[src/rtl/stream_pattern_generator_if.sv]
// FIFO write-port bundle between the pattern source (master) and the downstream FIFO (slave).
interface stream_pattern_generator_if #(
   parameter int unsigned DWIDTH = 24
) ();
   logic              fifo_full;
   logic [DWIDTH-1:0] fifo_data;
   logic              fifo_wrreq;

   modport master (input fifo_full, output fifo_data, output fifo_wrreq);
   modport slave  (output fifo_full, input fifo_data, input fifo_wrreq);
endinterface

[src/rtl/stream_pattern_generator.sv]
// Parametrised video test-pattern source writing frames of pixels into a FIFO write port,
// with start-of-frame / end-of-line markers and back-pressure handling.
module stream_pattern_generator #(
   parameter int unsigned CHANNELS = 3,
   parameter int unsigned CWIDTH   = 8,
   parameter int unsigned DWIDTH   = CHANNELS * CWIDTH,
   parameter int unsigned XW       = 11,
   parameter int unsigned BAR_W    = 16,
   parameter int unsigned SQ_LOG2  = 3
) (
   input  logic                       clock,
   input  logic                       reset,
   input  logic                       start,
   input  logic [1:0]                 mode,
   input  logic [XW-1:0]              width,
   input  logic [XW-1:0]              height,
   input  logic [XW-1:0]              num_frame,
   stream_pattern_generator_if.master fifo,
   output logic                       sof,
   output logic                       eol,
   output logic [XW-1:0]              frame_cnt,
   output logic                       busy,
   output logic                       done
);
   localparam int unsigned PW = 2 * XW;
   localparam int unsigned SW = (BAR_W > 1) ? $clog2(BAR_W) : 1;

   typedef enum logic [1:0] {S_IDLE, S_RUN, S_DONE} state_e;

   state_e          state_q, state_d;
   logic [1:0]      mode_q, mode_d;
   logic [XW-1:0]   width_q, width_d, height_q, height_d, nframe_q, nframe_d;
   logic [XW-1:0]   x_q, x_d, y_q, y_d, frame_q, frame_d;
   logic [PW-1:0]   pix_q, pix_d;
   logic [2:0]      bar_q, bar_d;
   logic [SW-1:0]   sub_q, sub_d;
   logic            wr, line_end, col_end, last_frame;
   logic [2:0]      bar_on;
   logic            chk;
   logic [DWIDTH-1:0] pixel;

   assign wr         = (state_q == S_RUN) && !fifo.fifo_full;
   assign line_end   = (x_q == width_q - XW'(1));
   assign col_end    = (y_q == height_q - XW'(1));
   assign last_frame = (frame_q == nframe_q - XW'(1));
   assign bar_on     = 3'd7 - bar_q;
   assign chk        = x_q[SQ_LOG2] ^ y_q[SQ_LOG2];

   always_ff @(posedge clock) begin
      if (reset) begin
         state_q  <= S_IDLE;
         mode_q   <= '0;
         width_q  <= '0;
         height_q <= '0;
         nframe_q <= '0;
         x_q      <= '0;
         y_q      <= '0;
         frame_q  <= '0;
         pix_q    <= '0;
         bar_q    <= '0;
         sub_q    <= '0;
      end else begin
         state_q  <= state_d;
         mode_q   <= mode_d;
         width_q  <= width_d;
         height_q <= height_d;
         nframe_q <= nframe_d;
         x_q      <= x_d;
         y_q      <= y_d;
         frame_q  <= frame_d;
         pix_q    <= pix_d;
         bar_q    <= bar_d;
         sub_q    <= sub_d;
      end
   end

   // Next-state and counter update; counters move only on an accepted write.
   always_comb begin
      state_d  = state_q;
      mode_d   = mode_q;
      width_d  = width_q;
      height_d = height_q;
      nframe_d = nframe_q;
      x_d      = x_q;
      y_d      = y_q;
      frame_d  = frame_q;
      pix_d    = pix_q;
      bar_d    = bar_q;
      sub_d    = sub_q;
      case (state_q)
         S_IDLE: begin
            if (start) begin
               mode_d   = mode;
               width_d  = width;
               height_d = height;
               nframe_d = num_frame;
               x_d      = '0;
               y_d      = '0;
               frame_d  = '0;
               pix_d    = '0;
               bar_d    = '0;
               sub_d    = '0;
               state_d  = (width == '0 || height == '0 || num_frame == '0) ? S_DONE : S_RUN;
            end
         end
         S_RUN: begin
            if (wr) begin
               pix_d = pix_q + PW'(1);
               if (sub_q == SW'(BAR_W - 1)) begin
                  sub_d = '0;
                  bar_d = bar_q + 3'd1;
               end else begin
                  sub_d = sub_q + SW'(1);
               end
               if (line_end) begin
                  x_d   = '0;
                  sub_d = '0;
                  bar_d = '0;
                  if (col_end) begin
                     y_d   = '0;
                     pix_d = '0;
                     if (last_frame) state_d = S_DONE;
                     else            frame_d = frame_q + XW'(1);
                  end else begin
                     y_d = y_q + XW'(1);
                  end
               end else begin
                  x_d = x_q + XW'(1);
               end
            end
         end
         S_DONE:  state_d = S_IDLE;
         default: state_d = S_IDLE;
      endcase
   end

   // Pattern generation from the live counters and latched mode.
   always_comb begin
      pixel = '0;
      case (mode_q)
         2'd0: pixel = DWIDTH'(pix_q);
         2'd1: for (int c = 0; c < int'(CHANNELS); c++) pixel[c*CWIDTH +: CWIDTH] = CWIDTH'(x_q);
         2'd2: for (int c = 0; c < int'(CHANNELS); c++) pixel[c*CWIDTH +: CWIDTH] = {CWIDTH{bar_on[2'(c % 3)]}};
         default: pixel = {DWIDTH{chk}};
      endcase
   end

   // Write strobe and markers react in the same cycle; IDLE/DONE force them low.
   always_comb begin
      fifo.fifo_wrreq = 1'b0;
      fifo.fifo_data  = '0;
      sof             = 1'b0;
      eol             = 1'b0;
      if (state_q == S_RUN) begin
         fifo.fifo_wrreq = !fifo.fifo_full;
         fifo.fifo_data  = pixel;
         sof             = (x_q == '0) && (y_q == '0);
         eol             = line_end;
      end
   end

   assign frame_cnt = frame_q;
   assign busy      = (state_q == S_RUN);
   assign done      = (state_q == S_DONE);
endmodule

[src/flat_wrapper.sv]
// flat-port wrapper written by rule: the top's interface ports become plain ports
module stream_pattern_generator_flat 
#(
   parameter int unsigned CHANNELS = 3,
   parameter int unsigned CWIDTH   = 8,
   parameter int unsigned DWIDTH   = CHANNELS * CWIDTH,
   parameter int unsigned XW       = 11,
   parameter int unsigned BAR_W    = 16,
   parameter int unsigned SQ_LOG2  = 3
)
  (clock, reset, start, mode, width, height, num_frame, sof, eol, frame_cnt, busy, done, fifo_fifo_full, fifo_fifo_data, fifo_fifo_wrreq);
  stream_pattern_generator_if #(.DWIDTH(DWIDTH)) fifo_i ();
  input  logic clock;
  input  logic reset;
  input  logic start;
  input  logic [1:0] mode;
  input  logic [XW-1:0] width;
  input  logic [XW-1:0] height;
  input  logic [XW-1:0] num_frame;
  output logic sof;
  output logic eol;
  output logic [XW-1:0] frame_cnt;
  output logic busy;
  output logic done;
  input wire logic [$bits(fifo_i.fifo_full)-1:0] fifo_fifo_full;
  output wire logic [$bits(fifo_i.fifo_data)-1:0] fifo_fifo_data;
  output wire logic [$bits(fifo_i.fifo_wrreq)-1:0] fifo_fifo_wrreq;
  assign fifo_i.fifo_full = fifo_fifo_full;
  assign fifo_fifo_data = fifo_i.fifo_data;
  assign fifo_fifo_wrreq = fifo_i.fifo_wrreq;
  stream_pattern_generator #(.CHANNELS(CHANNELS), .CWIDTH(CWIDTH), .DWIDTH(DWIDTH), .XW(XW), .BAR_W(BAR_W), .SQ_LOG2(SQ_LOG2)) u_core (.clock(clock), .reset(reset), .start(start), .mode(mode), .width(width), .height(height), .num_frame(num_frame), .fifo(fifo_i), .sof(sof), .eol(eol), .frame_cnt(frame_cnt), .busy(busy), .done(done));
endmodule
[config.mk]
export PLATFORM = sky130hd
export DESIGN_NAME = stream_pattern_generator_flat
export DESIGN_NICKNAME = d
export VERILOG_FILES = /design/src/rtl/stream_pattern_generator_if.sv /design/src/rtl/stream_pattern_generator.sv /design/src/flat_wrapper.sv
export SDC_FILE = /design/constraint.sdc
export NUM_CORES = 1
export LEC_CHECK = 0
export CAP_MARGIN = 20
export CORE_ASPECT_RATIO = 1.75
export CORE_MARGIN = 5
export CORE_UTILIZATION = 40
export DETAILED_ROUTE_END_ITERATION = 10
export SLEW_MARGIN = 20
export SYNTH_ARGS = -nofsm -noshare
export SYNTH_HDL_FRONTEND = slang
export SYNTH_SLANG_ARGS = --single-unit
[constraint.sdc]
create_clock -name clock -period 3.4 [get_ports clock]
set_input_delay 0.51 -clock clock [delete_from_list [all_inputs] [get_ports clock]]
set_output_delay 0.51 -clock clock [all_outputs]
set_load 0.005 [all_outputs]
==> impl_metrics.yaml <==
status:
  status: "finished clean"
yosys:
  yosys.area.top_type: "dfxtp_1"
  yosys-top-cells-area: "dfxtp_1, nand2_1, a21oi_1"
  syn_inst: 772
  synth_cell_type_count: 71
  synth_commonest_cells: "nand2_1, dfxtp_1, a21oi_1"
  syn_area_per_cell_um2: 7.58
  async_flop_share: 0
  synth-edff-count: 0
  yosysMostFrequentCell: "nand2_1"
  synth-seq-cells: 98
  yosysSeqAreaShare: 0.335
  synth_warnings: 0
  synth_area_um2: 5850
  synthesis.nets: 821
  ys.flop_type: "dfxtp_1"
  synth_top_cell_area_share: 0.335
clock_tree:
  cts_max_path_buffers: 2
  clk_pin_slew_worst_paths_ns: 0.07
  htree_levels: 3
  numCtsBuffers: 9
  root_buffer: "clkbuf_16"
  cts.sinks: 98
  clk_latency_ns: 0.36
  hold_buffers: 0
  cts_tree: "yes"
power_and_ir_drop:
  switching_share: 0.288
  power.leakage_nw: 2.53
  peakVddDrop_mv: 0.213
  pwr-share-comb: 0.178
  power_frac_seq: 0.441
  p_int_mw: 1.98
  p_clk_frac: 0.381
  switchingPower_uw: 799
  p_per_area_nw_per_um2: 381
global_routing:
  grt_pass1_wl_um: 27400
  antenna_found_initial: 0
  overflow: 0
  first_global_vias: 5584
  grt_max_degree: 46
  track_usage: 0.200
cells_and_area:
  drive_above_1_share: 0.0943
  diodes: 0
  layout.nets: 893
  final_area_um2: 7290
  synthToLayoutAreaGrowth_pct: 24.7
setup_path:
  path_class: "register to output pin"
  reg2reg_slack_ns: 0.17
  cp_data_arrival_time_ns: 2.81
  end_kind: "output pin"
  critPathLaunchType: "register"
  crit_required_ns: 2.89
  crit_fanout: 7
routing:
  vias: 5671
  drc: 0
  drt_wl_total_um: 17300
  ant_nets: 0
  wl_per_cell_um: 16.8
  dr.pass1.iters: 4
  drt_iter0_drc: 188
  via_per_inst: 5.52
place:
  dp_hpwl_um: 13000
  io_buffers: 78
  place_ws_ns: -0.0850
  placed_area_um2: 6830
  gp_congestion: 0.899
worst_hold_path:
  worstHoldPathType: "register to register"
floorplan:
  die_area_um2: 17200
  die_x_um: 101
  ios: 79
  core_um2: 14400
  std_cell_rows: 58
  initial_core_util: 0.407
  dieHeight_um: 170
sta:
  setup_viol: 0
  slew_headroom: 0.465
  clock.fmax_ghz: 0.301
  hold_violations: 0
  skew_ns: 0.0126
  worst-slew-pin-transition_ns: 0.802
  maxSlewViolCount: 0
  finalWorstSetupSlack_ns: 0.0778
  period_minus_slack_ns: 3.32
  finalCritPeriodShare: 0.977
job:
  cap_violations: 0
-- metrics by stage --
stage	cells	hold WS (ns)	utilization	TNS [ns]	total power, mW
3_3_place_gp	1006	0.464	0.475	0	1.70
6_report	1028	0.482	0.508	0	2.78
2_1_floorplan	772	0.445	-	0	1.54
5_1_grt	1028	0.500	0.508	-0.0118	2.90
4_1_cts	1021	0.484	0.497	-0.0976	2.76
3_5_place_dp	1006	0.471	0.475	-0.135	1.71
-- per-layer routing --
| layer | track usage | wire length (um) | vias to the layer above |
|---|---|---|---|
| li1 | - | - | 2843 |
| met1 | 0.211 | 6750 | 2685 |
| met2 | 0.384 | 9530 | 112 |
| met3 | 0.0316 | 518 | 31 |
| met4 | 0.0747 | 493 | 0 |
| met5 | 0 | 0 | - |
-- worst max-delay path, cell delays in order (launching register included) --
cell,delay (ns)
dfxtp_1,0.37
or3_1,0.41
or3_4,0.41
a221oi_4,0.38
o2111ai_4,0.20
nor2_2,0.17
clkdlybuf4s50_1,0.52
-- area by class of cell --
cell class              instances  area, um^2
clock buffers                   9         225
clock inverters                 6        73.8
fillers                      1431        7080
inverters                      25        93.8
multi-input cells             607        3730
flip-flops and latches         98        1960
well taps                     180         225
repair buffers                103         981
-- state kept, by name, summed over array words and instances (netlist names) --
signal / cells
u_core.pix_q: 22
u_core.x_q: 11
u_core.sub_q: 4
u_core.mode_q: 2
u_core.state_q: 2
u_core.bar_q: 2
u_core.width_q: 11
u_core.frame_cnt: 11
u_core.y_q: 11
u_core.height_q: 11
u_core.nframe_q: 11
-- kinds of logic after synthesis --
family	count (synthesis)	share of synthesized area
buffers and inverters	69	0.0485
xor gates and xnor gates	79	0.121
AOI/OAI and AO/OA	163	0.172
adders and majority gates	10	0.0214
and+or+nand+nor	351	0.299
DFF	98	0.335
muxes	2	0.00364
-- cell usage in the layout (no fill, tap or decap), types with 3 or more instances in the layout --
| cell type | synthesis | final |
|---|---|---|
| nand2_1 | 127 | 127 |
| dfxtp_1 | 98 | 98 |
| a21oi_1 | 85 | 85 |
| clkdlybuf4s50_1 | 0 | 78 |
| nor2_1 | 64 | 63 |
| xor2_1 | 39 | 39 |
| xnor2_1 | 39 | 38 |
| o21ai_0 | 28 | 28 |
| inv_1 | 25 | 24 |
| buf_4 | 1 | 24 |
| nand2b_1 | 22 | 22 |
| nand4_1 | 19 | 19 |
| nor3_1 | 20 | 18 |
| nand3_1 | 18 | 18 |
| nor4_1 | 16 | 16 |
| or3_1 | 14 | 13 |
| or4_1 | 10 | 9 |
| ha_1 | 10 | 9 |
| clkbuf_16 | 0 | 9 |
| nor2b_1 | 6 | 5 |
| and3_1 | 5 | 5 |
| o211ai_1 | 4 | 4 |
| o31ai_1 | 4 | 4 |
| and2_1 | 3 | 3 |
| o2bb2ai_1 | 3 | 3 |
| and4_1 | 3 | 3 |
-- timing repair --
action,in CTS,in global routing
buffers inserted,0,5
gates resized for setup,4,18
cloned,0,2
endpoints found under the setup margin,6,41
pin swaps,1,6
endpoints found under the hold margin,0,0
-- power by group through the flow --
stage               Sequential [mW]  Combinational, mW  Clock, mW
global placement               1.25              0.454          0
floorplan                      1.23              0.313          0
detailed placement             1.25              0.462          0
global route                   1.23              0.544       1.13
CTS                            1.22              0.467       1.07
finish                         1.22              0.495       1.06
-- worst paths after layout --
path,endpoint,cells after the start,from
worst max-delay path,eol,6,u_core.width_q[3]
worst min-delay path,u_core.bar_q[1],1,u_core.bar_q[1]
worst max register to register,u_core.frame_cnt[4],10,u_core.nframe_q[0]
worst min register to register,u_core.bar_q[1],1,u_core.bar_q[1]
(Power assumes the default switching activity.)
